## config.mk

```make
export PLATFORM = sky130hd
export DESIGN_NAME = add_share_arb
export DESIGN_NICKNAME = d
export VERILOG_FILES = /design/src/rtl/add_share_arb_pkg.sv /design/src/rtl/add_share_arb_rr_arb2.sv /design/src/rtl/add_share_arb.sv
export SDC_FILE = /design/constraint.sdc
export NUM_CORES = 1
export LEC_CHECK = 0
export ABC_AREA = 1
export ABC_CLOCK_PERIOD_IN_PS = 3400
export BUFFER_PORTS_ARGS = -buffer_cell sky130_fd_sc_hd__buf_2
export CAP_MARGIN = 20
export CORE_MARGIN = 1.5
export CORE_UTILIZATION = 50
export CTS_CLUSTER_DIAMETER = 40
export DETAILED_ROUTE_END_ITERATION = 8
export PLACE_DENSITY = 0.75
export SYNTH_ARGS = -nofsm -noshare
export SYNTH_HDL_FRONTEND = slang
export SYNTH_SLANG_ARGS = --single-unit
export TNS_END_PERCENT = 20
```

## constraint.sdc

```tcl
create_clock -name clk -period 3.4 [get_ports clk]
set_input_delay 0.17 -clock clk [delete_from_list [all_inputs] [get_ports clk]]
set_output_delay 0.17 -clock clk [all_outputs]
set_load 0.02 [all_outputs]
```

## src/rtl/add_share_arb_pkg.sv

```systemverilog
// Shared definitions for the two-requester adder front end: default widths,
// buffer FSM encoding and requester id constants.
package add_share_arb_pkg;

    localparam int WIDTH_DEFAULT = 32;
    localparam int CNT_W_DEFAULT = 16;

    typedef enum logic {
        ST_IDLE = 1'b0,
        ST_FULL = 1'b1
    } state_e;

    localparam logic REQ_ID0 = 1'b0;
    localparam logic REQ_ID1 = 1'b1;

    // Index of the winning requester for a one-hot two-way grant.
    function automatic logic grant_index(input logic [1:0] gnt);
        return gnt[1];
    endfunction

endpackage

```

## src/rtl/add_share_arb_rr_arb2.sv

```systemverilog
// Two-way round-robin arbiter: a lone requester always wins, a tie goes to
// the requester that was not granted last. Purely combinational, one-hot out.
module rr_arb2
    import add_share_arb_pkg::*;
(
    input  logic       valid0,
    input  logic       valid1,
    input  logic       last_grant,
    input  logic       enable,
    output logic [1:0] gnt
);

    always_comb begin
        gnt = 2'b00;
        if (enable) begin
            if (valid0 && valid1) begin
                gnt = (last_grant == REQ_ID1) ? 2'b01 : 2'b10;
            end else if (valid0) begin
                gnt = 2'b01;
            end else if (valid1) begin
                gnt = 2'b10;
            end
        end
    end

endmodule

```

## src/rtl/add_share_arb.sv

```systemverilog
// Round-robin front end sharing one adder between two valid/ready requesters,
// with a one-entry response buffer tagged by requester id.
module add_share_arb
    import add_share_arb_pkg::*;
#(
    parameter int WIDTH = WIDTH_DEFAULT,
    parameter int CNT_W = CNT_W_DEFAULT
) (
    input  logic             clk,
    input  logic             rst_n,
    input  logic             req0_valid,
    output logic             req0_ready,
    input  logic [WIDTH-1:0] req0_a,
    input  logic [WIDTH-1:0] req0_b,
    input  logic             req1_valid,
    output logic             req1_ready,
    input  logic [WIDTH-1:0] req1_a,
    input  logic [WIDTH-1:0] req1_b,
    output logic             rsp_valid,
    input  logic             rsp_ready,
    output logic             rsp_id,
    output logic [WIDTH-1:0] rsp_sum,
    output logic             rsp_carry,
    output logic [CNT_W-1:0] gnt_cnt0,
    output logic [CNT_W-1:0] gnt_cnt1
);

    state_e           state_q, state_d;
    logic             last_grant_q, last_grant_d;
    logic             rsp_id_q, rsp_id_d;
    logic [WIDTH-1:0] rsp_sum_q, rsp_sum_d;
    logic             rsp_carry_q, rsp_carry_d;
    logic [CNT_W-1:0] gnt_cnt0_q, gnt_cnt0_d;
    logic [CNT_W-1:0] gnt_cnt1_q, gnt_cnt1_d;

    logic             slot_free;
    logic [1:0]       gnt;
    logic             accept;
    logic             sel;
    logic [WIDTH-1:0] op_a;
    logic [WIDTH-1:0] op_b;
    logic [WIDTH-1:0] add_sum;
    logic             add_carry;

    // The slot can be refilled in the same cycle the consumer drains it;
    // gating with rst_n keeps both readys low while reset is asserted.
    assign slot_free = (state_q == ST_IDLE) || rsp_ready;

    rr_arb2 u_arb (
        .valid0     (req0_valid),
        .valid1     (req1_valid),
        .last_grant (last_grant_q),
        .enable     (slot_free && rst_n),
        .gnt        (gnt)
    );

    assign accept     = |gnt;
    assign sel        = grant_index(gnt);
    assign req0_ready = gnt[0];
    assign req1_ready = gnt[1];

    assign op_a = sel ? req1_a : req0_a;
    assign op_b = sel ? req1_b : req0_b;

    assign {add_carry, add_sum} = {1'b0, op_a} + {1'b0, op_b};

    always_comb begin
        state_d      = state_q;
        last_grant_d = last_grant_q;
        rsp_id_d     = rsp_id_q;
        rsp_sum_d    = rsp_sum_q;
        rsp_carry_d  = rsp_carry_q;
        gnt_cnt0_d   = gnt_cnt0_q;
        gnt_cnt1_d   = gnt_cnt1_q;
        if (accept) begin
            state_d      = ST_FULL;
            last_grant_d = sel;
            rsp_id_d     = sel;
            rsp_sum_d    = add_sum;
            rsp_carry_d  = add_carry;
            if (sel == REQ_ID1) begin
                gnt_cnt1_d = gnt_cnt1_q + CNT_W'(1);
            end else begin
                gnt_cnt0_d = gnt_cnt0_q + CNT_W'(1);
            end
        end else if ((state_q == ST_FULL) && rsp_ready) begin
            state_d = ST_IDLE;
        end
    end

    always_ff @(posedge clk) begin
        if (!rst_n) begin
            state_q      <= ST_IDLE;
            last_grant_q <= REQ_ID1;
            rsp_id_q     <= REQ_ID0;
            rsp_sum_q    <= '0;
            rsp_carry_q  <= 1'b0;
            gnt_cnt0_q   <= '0;
            gnt_cnt1_q   <= '0;
        end else begin
            state_q      <= state_d;
            last_grant_q <= last_grant_d;
            rsp_id_q     <= rsp_id_d;
            rsp_sum_q    <= rsp_sum_d;
            rsp_carry_q  <= rsp_carry_d;
            gnt_cnt0_q   <= gnt_cnt0_d;
            gnt_cnt1_q   <= gnt_cnt1_d;
        end
    end

    assign rsp_valid = (state_q == ST_FULL);
    assign rsp_id    = rsp_id_q;
    assign rsp_sum   = rsp_sum_q;
    assign rsp_carry = rsp_carry_q;
    assign gnt_cnt0  = gnt_cnt0_q;
    assign gnt_cnt1  = gnt_cnt1_q;

endmodule
```

Word-level counts from Yosys, hierarchy flattened
Cells that the tools add are included.
- flip-flop bits (word level): 68
- output and inout port bits: 69
- logic and storage cells: 29
- add/subtract/negate cells: 3
- multiplexer cells: 9
- bitwise operators: 2
- reductions and logical operators: 8
- operator list (operator ; count):
    32-bit 2-to-1 mux ; 2
    32-bit by 32-bit adder with 33-bit output ; 1
    16-bit by 1-bit adder with 16-bit output, second input constant ; 2
    2-bit 2-to-1 mux ; 5
    2-bit AND reduction ; 2
    1-bit logical AND ; 3
    1-bit 2-to-1 mux ; 2
    1-bit inverter ; 2
    2-bit nonzero test ; 1
    2-bit OR reduction ; 1
    1-bit logical OR ; 1

Logic depth before layout (Yosys ltp)
Gate-level depths: netlist of the first run.
- word-level depth: 6
- gate-level depth with buffers: 21

Cells and area by module
A second synthesis of the first run with hierarchy kept.
- cell total of the unflattened synthesis: 1101
- area total of the unflattened synthesis: 5985.7 µm²
- modules (own cells, without submodules) (module ; times used ; cells an instance ; area each (µm²)):
    add_share_arb ; 1 ; 1096 ; 5964.5
    rr_arb2 ; 1 ; 5 ; 21.3

Worst setup path after synthesis of the first run
No wires, ideal clock.
- path type: reg-to-reg
- start point: reg state_q (netlist: rsp_valid)
- end point: reg rsp_sum_q[16] (netlist: rsp_sum[16])
- library setup time: 0.114 ns
- data arrival time: 2.579 ns
- path slack: 0.707 ns
- cell stages (with the launch flop): 17
- buffers on the path: 1
- period minus slack after synthesis: 2.693 ns
- cell sequence: dfxtp_1 -> a21oi_4 -> nand2_4 -> clkinv_2 -> clkbuf_1 -> nand2_1 -> nand2_1 -> ha_1 -> fa_1 -> nand3_1 -> nand3_1 -> a21oi_1 -> nor2_1 -> nor2_1 -> nor2_1 -> o21bai_1 -> inv_1
- word-level cells in the longest chain between the ends: 6
- elaborated cells between the ends (all ways): 8
- classes of those cells: 1 x add/sub; 3 x mux; 1 x bitwise; 3 x reduce/logical
- RTL lines (item ; RTL line ; RTL):
    start, declared ; add_share_arb.sv:28 ; state_e state_q, state_d;
    start signal, assigned ; add_share_arb.sv:101 ; state_q <= state_d;
    1-bit inverter * ; add_share_arb.sv:47 ; assign slot_free = (state_q == ST_IDLE) || rsp_ready;
    1-bit logical OR * ; add_share_arb.sv:47 ;
    1-bit logical AND * ; add_share_arb.sv:53 ; .enable (slot_free && rst_n),
    2-bit 2-to-1 mux * ; add_share_arb_rr_arb2.sv:15 ; if (enable) begin
    32-bit 2-to-1 mux, on equally long branches ; add_share_arb.sv:62, add_share_arb.sv:63 ;
    32-bit by 32-bit adder with 33-bit output ; add_share_arb.sv:65 ; assign {add_carry, add_sum} = {1'b0, op_a} + {1'b0, op_b};
    end signal, assigned ; add_share_arb.sv:104 ; rsp_sum_q <= rsp_sum_d;
    end, declared ; add_share_arb.sv:31 ; logic [WIDTH-1:0] rsp_sum_q, rsp_sum_d;
Every way passes the cells marked *; elsewhere a longest branch is shown, timed or not.
A chain may end at the register's enable or synchronous reset.

Final worst setup path of the first run
Ends and elaborated chain as after synthesis.

==> metrics.yaml, run 1 <==
core_region_area_um2: 11900
crit_arrival_ns: 3.16
clock_path_buffers: 2
postLayoutCoreUtil: 0.635
die_h_um: 113
rows: 40
synthXorXnorAreaFrac: 0.0115
synthArstFlopShare: 0
yosys-top-cells-area: "nand2_1 (31%), dfxtp_1 (22%), inv_1 (12%)"
top_layer: "met4"
syn_nets: 1292
initial_core_util: 0.510
drt-met1-wl_um: 8100
crit-reg2reg-launch: "rsp_valid$_SDFFE_PN0P_"
synthMuxAreaShare: 0
cts_hold_buf: 0
crit_type: "register to register"
rsz0062_at_grt: "false"
clock-sinks: 68
postCtsSetupRepairBufs: 0
syn_inst: 1124
ys_seq_area_frac: 0.224
yosys_warnings: 0
grt_usage: 0.268
fin_area_um2: 7570
drt-initial-drc-count: 472
grt_pass1_vias: 6370
dp_hpwl_um: 13300
max_freq_mhz: 342
worstPathRequired_ns: 3.63
slew_violations: 0
drive_gt1_frac: 0.187
clock-skew-final_ns: 0.00646
clk_latency_ns: 0.34
diodes: 0
wirelength_um: 16900
worst-slew-pin-transition_ns: 0.573
slowest_delay_ns: 0.43
wl_met2_um: 7410
vdd_ir_drop_max_v: 0.000259
synth_most_common_cell: "nand2_1"
synth_edf_count: 0
firstDrtPassIters: 5
max_cap_violations: 0
crit_path_end_kind: "register"
placed_area_um2: 7210
cts_tree: "built"
io_pins: 202
area_growth_pct: 24.5
viasPerCell: 4.84
yosysTopAreaCellShare: 0.306
crit_path_top_delay_cell: "fa_1"
crit_top_cell: "nor2_1"
worst_path_dominant_cell_family: "simple AND/OR/NAND/NOR gates"
crit_start: "rsp_valid$_SDFFE_PN0P_"
antenna_left: 0
globalplace.congestion: 0.953
vias: 7099
synth-adder-area-share: 0.0733
synth_top_area_cell: "nand2_1"
nets: 1482
synth_commonest_cells: "nand2_1 (495), inv_1 (198), nor2_1 (72)"
ys_types: 38
holdCritStartpoint: "rsp_ready"
avgSynthCellArea_um2: 5.41
wl_per_cell_um: 11.5
grt_overflow_total: 0
post-route-period-util: 0.860
crit_buf_inv: 2
cts_resized: 0
clockRootBuffer: "clkbuf_16"
port-buffer-count: 201
synth_seq_cells: 68
relSlewSlack: 0.618
path_clk_slew_ns: 0.06
leakage_nw: 4.76
worst_setup_path_start_kind: "register"
die_w_um: 113
met3_length_um: 1090
grt_first_pass_wirelength_um: 28300
fin_tns_setup_ns: 0
path_cells: "a21oi_4, nand2_4, clkinv_2, nand2_1, nand2_1, ha_1, fa_1, nand3_1, nand3_1, a21oi_1, nor2_1, nor2_1, nor2_1, o21bai_1, inv_1"
nFillCells: 1253
synthesis.area_um2: 6080
power_density_nw_per_um2: 408
synth_top_family_by_area: "simple AND/OR/NAND/NOR gates"
synth_compound_area_frac: 0.100
yosys.area_share.simple: 0.446
hold_path_class: "input port to register"
synth_ff_type: "dfxtp_1"
grt_max_degree: 58
worstPathMaxFanout: 28
timing_hold_violations_final: 0
cts_buffers: 9
setup_violations: 0
antenna_found_initial: 0
cts-htree-levels: 3
drc: 0
status: "completed"
dieArea_um2: 12800
finalCriticalPeriod_ns: 2.92
## cell usage in the layout (no fill, tap or decap), types with 9 or more instances in the layout
master	Yosys	layout
a21oi_1	55	55
buf_2	7	201
clkbuf_16	0	9
dfxtp_1	68	68
ha_1	34	34
inv_1	198	198
nand2_1	495	495
nand3_1	62	62
nor2_1	72	72
nor3_1	11	11
o21ai_0	40	40
## path summary, 6_finish.rpt
check                             endpoint  slack [ns]  cells past startpoint
setup / recovery  rsp_sum[16]$_SDFFE_PN0P_        0.48                     15
hold / removal      rsp_valid$_SDFFE_PN0P_        0.16                      4
setup reg to reg  rsp_sum[16]$_SDFFE_PN0P_        0.48                     15
hold reg to reg   gnt_cnt1[4]$_SDFFE_PN0P_        0.47                      2
## through the flow
stage	power, mW	std cells	hold WS [ns]	worst slack [ns]
after floorplan	1.64	1124	0.377	0.707
after global placement	1.95	1450	0.454	0.461
after detailed placement	1.96	1450	0.457	0.415
after CTS	3.08	1466	0.156	0.492
after global routing	3.28	1466	0.182	0.180
final	3.08	1466	0.158	0.476
## routing by layer
layer,track usage,vias to the layer above
met5,0,-
met4,0.0733,0
met3,0.0359,27
met2,0.455,240
met1,0.357,3024
li1,-,3808
## where the power goes
group / switching (mW) / internal, mW
Sequential: 0.0278 / 0.850
Combinational: 0.695 / 0.385
Clock: 0.368 / 0.759
## area by class of cell
type	instances	area (µm²)	share of cell area
clock buffers	11	253	0.0334
clock inverters	5	106	0.0141
inverters	203	763	0.101
multi-input cells	825	3840	0.507
flip-flops and latches	68	1360	0.180
well taps	147	184	0.0243
repair buffers	207	1060	0.141
## logic make-up after synthesis
kind of cell / after synthesis
adders and majority gates: 35
AOI/OAI and AO/OA: 113
buffers and inverters: 231
and+or+nand+nor: 669
xor gates and xnor gates: 8
DFF: 68
## flip-flops by register name, indices dropped and copies added, names as in the netlist
register      flops
last_grant_q      1
rsp_sum          32
rsp_carry         1
rsp_valid         1
rsp_id            1
gnt_cnt1         16
gnt_cnt0         16
## worst min-delay path: cells and delay by family
family | cells | cell delay, ns
and+or+nand+nor | 1 | 0.06
buffers and inverters | 2 | 0.16
AOI/OAI and AO/OA | 1 | 0.05
Power figures use the tool's default switching activity.
==> run 2, diff against run 1 <==
--- a/config.mk
+++ b/config.mk
@@ -9,6 +9,7 @@
 export ABC_CLOCK_PERIOD_IN_PS = 3400
 export BUFFER_PORTS_ARGS = -buffer_cell sky130_fd_sc_hd__buf_2
 export CAP_MARGIN = 20
+export CORE_ASPECT_RATIO = 1.5
 export CORE_MARGIN = 1.5
 export CORE_UTILIZATION = 50
 export CTS_CLUSTER_DIAMETER = 40
==> metrics.yaml, run 2 (synthesis results as in run 1) <==
vias: 7192
power.internal_mw: 1.81
switchingPower_mw: 1.10
fin_ws_ns: 0.422
post-route-period-util: 0.876
postLayoutCoreUtil: 0.633
nets: 1483
relSlewSlack: 0.637
leakage_nw: 4.74
clock-sinks: 68
postCtsSetupRepairBufs: 0
setup_violations: 0
final-seq-area_um2: 1360
clock_path_buffers: 2
slew_violations: 0
path_clk_slew_ns: 0.06
core_region_area_um2: 11900
timing_hold_violations_final: 0
nFillCells: 1312
viasPerCell: 4.88
multi_input_area_um2: 3840
hold_path_class: "input port to register"
rsz0062_at_grt: "false"
clock-skew-final_ns: 0.00804
status: "completed"
grt_first_pass_wirelength_um: 29600
min_delay_path_depth: 4
clockRootBuffer: "clkbuf_16"
power_density_nw_per_um2: 385
worst_setup_path_start_kind: "register"
vdd_ir_drop_max_v: 0.000210
cts_buffers: 9
drt-initial-drc-count: 260
cts-htree-levels: 3
dieArea_um2: 12800
worstPathMaxFanout: 31
antenna_found_initial: 0
preCtsSetupSlack_ns: 0.455
max_freq_mhz: 336
die_w_um: 93.0
r2r_setup_slack_ns: 0.42
largest_register_ffs: 32
p_clk_frac: 0.322
globalplace.congestion: 0.969
drc: 0
die_h_um: 138
grt_max_degree: 58
drive_gt1_frac: 0.186
grt_pass1_vias: 6706
wirelength_um: 17900
worstPathRequired_ns: 3.64
initial_core_util: 0.511
layout_commonest_cell: "nand2_1"
fin_total_pwr_mw: 2.90
antenna_left: 0
wl_per_cell_um: 12.2
io_pins: 202
finalCriticalPeriod_ns: 2.98
cts_hold_buf: 0
max_cap_violations: 0
area_growth_pct: 23.9
crit_type: "register to register"
firstDrtPassIters: 5
clk_latency_ns: 0.33
layout_common_cells: "nand2_1 (495), buf_2 (201), inv_1 (198)"
grt_overflow_total: 0
rows: 49
crit_arrival_ns: 3.22
cts_tree: "built"
crit_path_end_kind: "register"
switching_share: 0.378
grt_usage: 0.286
worst-slew-pin-transition_ns: 0.545
cts_resized: 0
port-buffer-count: 201
dp_hpwl_um: 14300
combPwrFrac: 0.375
diodes: 0
seq_power_share: 0.303
fin_tns_setup_ns: 0
r2r_cells: 18
==> run 2: changes by cell type in the layout (fill, tap and decap cells not counted) <==
cell / before / now
clkinv_4: 0 / 2
clkbuf_8: 2 / 0
clkbuf_1: 0 / 1
inv_6: 1 / 0
buf_12: 1 / 2
clkinv_2: 1 / 3
bufinv_16: 3 / 1
==> run 2: layout make-up <==
cell class,instances,share of cell area
clock buffer,10,0.0304
timing repair buffer,208,0.144
clock inverter,6,0.00864
multi-input combinational,825,0.510
tap,153,0.0254
inverter,203,0.101
sequential,68,0.181
==> run 2: metal layers <==
layer  global-route usage  wire (µm)
met1                0.294       6780
met2                0.532       9270
met3               0.0385        780
met4                0.173       1080
met5                    0          0
==> run 2: power groups by stage <==
stage	sequential, mW	clock, mW	combinational (mW)
finish	0.879	0.935	1.09
global route	0.884	0.991	1.23
CTS	0.879	0.947	1.09
detailed placement	0.896	0	1.08
global placement	0.894	0	1.07
floorplan	0.955	0	0.690
==> run 2: worst max-delay path, cell delays in order (launching register included) <==
cell,delay [ns]
dfxtp_1,0.40
a21oi_4,0.10
nand2_4,0.18
clkinv_2,0.12
buf_4,0.24
nand2_1,0.09
nand2_1,0.06
ha_1,0.26
fa_1,0.44
nand3_1,0.13
nand3_1,0.15
nand3_1,0.11
nand3_1,0.13
nand2_1,0.14
nand2_1,0.08
nand2_1,0.07
nand3_1,0.06
nand2_1,0.08
inv_1,0.03
==> run 2: final timing paths <==
| path | start | endpoint |
|---|---|---|
| worst max-delay path | rsp_valid$_SDFFE_PN0P_ | rsp_sum[28]$_SDFFE_PN0P_ |
| worst min-delay path | rsp_ready | rsp_valid$_SDFFE_PN0P_ |
| worst max register to register | rsp_valid$_SDFFE_PN0P_ | rsp_sum[28]$_SDFFE_PN0P_ |
| worst min register to register | gnt_cnt1[4]$_SDFFE_PN0P_ | gnt_cnt1[4]$_SDFFE_PN0P_ |
==> run 2: stage by stage <==
| stage | cell area [µm²] | hold slack (ns) | cells |
|---|---|---|---|
| global placement | 7240 | 0.447 | 1457 |
| floorplan | 6080 | 0.377 | 1124 |
| CTS | 7530 | 0.143 | 1473 |
| finish | 7530 | 0.151 | 1473 |
| global route | 7530 | 0.159 | 1473 |
| detailed placement | 7240 | 0.451 | 1457 |
==> run 3, diff against run 2 <==
--- a/config.mk
+++ b/config.mk
@@ -6,7 +6,6 @@
 export NUM_CORES = 1
 export LEC_CHECK = 0
 export ABC_AREA = 1
-export ABC_CLOCK_PERIOD_IN_PS = 3400
 export BUFFER_PORTS_ARGS = -buffer_cell sky130_fd_sc_hd__buf_2
 export CAP_MARGIN = 20
 export CORE_ASPECT_RATIO = 1.5
@@ -14,6 +13,7 @@
 export CORE_UTILIZATION = 50
 export CTS_CLUSTER_DIAMETER = 40
 export DETAILED_ROUTE_END_ITERATION = 8
+export MAX_ROUTING_LAYER = met4
 export PLACE_DENSITY = 0.75
 export SYNTH_ARGS = -nofsm -noshare
 export SYNTH_HDL_FRONTEND = slang
==> metrics.yaml, run 3 (synthesis results as in run 1) <==
nFillCells: 1246
drt-met1-wl_um: 6680
drc: 0
firstDrtPassIters: 5
die_w_um: 93.0
clock-sinks: 68
worstPathMaxFanout: 31
rows: 49
cts_buffers: 9
met3_length_um: 761
cts_hold_buf: 0
wl_met2_um: 9410
clock-skew-final_ns: 0.0118
fin_area_um2: 7530
viasPerCell: 4.87
postCtsSetupRepairBufs: 0
crit_arrival_ns: 3.18
core_region_area_um2: 11900
wirelength_um: 17700
power_density_nw_per_um2: 386
grt_max_degree: 58
layout_common_cells: "nand2_1 (495), buf_2 (201), inv_1 (198)"
max_cap_violations: 0
drt-initial-drc-count: 307
max_freq_mhz: 345
die_h_um: 138
vias: 7170
setup_violations: 0
antenna_found_initial: 0
cts_resized: 0
io_pins: 202
dieArea_um2: 12800
dp_hpwl_um: 14300
grt_pass1_vias: 6689
crit_buf_inv: 4
clock_path_buffers: 2
crit_path_end_kind: "register"
finalCriticalPeriod_ns: 2.90
area_growth_pct: 23.9
slowest_delay_ns: 0.31
initial_core_util: 0.511
antenna_left: 0
worst_path_dominant_cell_family: "simple AND/OR/NAND/NOR gates"
rsz0062_at_grt: "false"
port-buffer-count: 201
diodes: 0
hold_path_class: "input port to register"
layout_commonest_cell: "nand2_1"
largest_register_ffs: 32
relSlewSlack: 0.629
placed_area_um2: 7230
grt_first_pass_wirelength_um: 29300
wl_per_cell_um: 12.1
crit_type: "register to register"
nets: 1482
leakage_nw: 4.74
post-route-period-util: 0.852
globalplace.congestion: 0.994
status: "completed"
cts-htree-levels: 3
clk_latency_ns: 0.34
grt_usage: 0.291
fin_total_pwr_mw: 2.91
grt_overflow_total: 0
path_clk_slew_ns: 0.06
vdd_ir_drop_max_v: 0.000246
worst-slew-pin-transition_ns: 0.556
crit_top_cell: "nand2_1"
slew_violations: 0
worst_setup_path_start_kind: "register"
r2r_setup_slack_ns: 0.50
cts_tree: "built"
crit_path_top_delay_cell: "dfxtp_1"
worstPathRequired_ns: 3.69
fin_tns_setup_ns: 0
clockRootBuffer: "clkbuf_16"
top_layer: "met4"
drive_gt1_frac: 0.187
timing_hold_violations_final: 0
path_cells: "a21boi_1, nand2_4, clkinv_2, buf_4, nand2_1, nand2_1, ha_1, nand2_1, nand2_1, a21oi_1, nand2_1, nand2_1, nand2_1, nand2_1, inv_1, o21ai_0, nand3_1, inv_1"
## run 3: cell count changes in the layout (fill, tap and decap cells not counted)
cell        change
buf_4           -1
clkbuf_1        -1
clkinvlp_4      -1
inv_6           +2
## run 3: worst paths after layout
path	depth (start not counted)	startpoint	to
hold reg to reg	2	rsp_id$_SDFFE_PN0P_	rsp_id$_SDFFE_PN0P_
hold / removal	4	rsp_ready	rsp_valid$_SDFFE_PN0P_
setup reg to reg	18	last_grant_q$_SDFFE_PN1P_	rsp_sum[10]$_SDFFE_PN0P_
setup / recovery	18	last_grant_q$_SDFFE_PN1P_	rsp_sum[10]$_SDFFE_PN0P_
## run 3: area by class of cell
cell class                 count  area, µm²  share of cell area
sequential                    68       1360               0.181
multi-input combinational    825       3840               0.510
clock inverter                 7       75.1             0.00997
tap                          153        191              0.0254
timing repair buffer         207       1080               0.143
clock buffer                   9        225              0.0299
inverter                     203        763               0.101
## run 3: worst register-to-register path, cell delays in order, from the launching register on
cell,delay [ns]
dfxtp_1,0.31
a21boi_1,0.30
nand2_4,0.11
clkinv_2,0.08
buf_4,0.29
nand2_1,0.10
nand2_1,0.07
ha_1,0.30
nand2_1,0.15
nand2_1,0.06
a21oi_1,0.11
nand2_1,0.12
nand2_1,0.08
nand2_1,0.14
nand2_1,0.09
inv_1,0.03
o21ai_0,0.30
nand3_1,0.12
inv_1,0.07
## run 3: layer usage
| metal | vias up | global-route usage |
|---|---|---|
| met5 | - | - |
| met4 | 0 | 0.159 |
| met3 | 67 | 0.0418 |
| met2 | 211 | 0.544 |
| met1 | 3084 | 0.277 |
| li1 | 3808 | - |
## run 3: per-stage QoR
stage          std cells  hold WS [ns]  worst slack [ns]   util
2_1_floorplan       1124         0.377             0.707      -
3_5_place_dp        1456         0.456             0.509  0.608
5_1_grt             1472         0.154             0.314  0.633
4_1_cts             1472         0.141             0.506  0.633
6_report            1472         0.151             0.504  0.633
3_3_place_gp        1456         0.456             0.557  0.608
## run 3: report_power, final
group / internal [mW] / switching (mW) / leakage [nW]
clock: 0.572 / 0.373 / 0.150
combinational: 0.386 / 0.696 / 4.04
sequential: 0.850 / 0.0297 / 0.556
total: 1.81 / 1.10 / 4.74
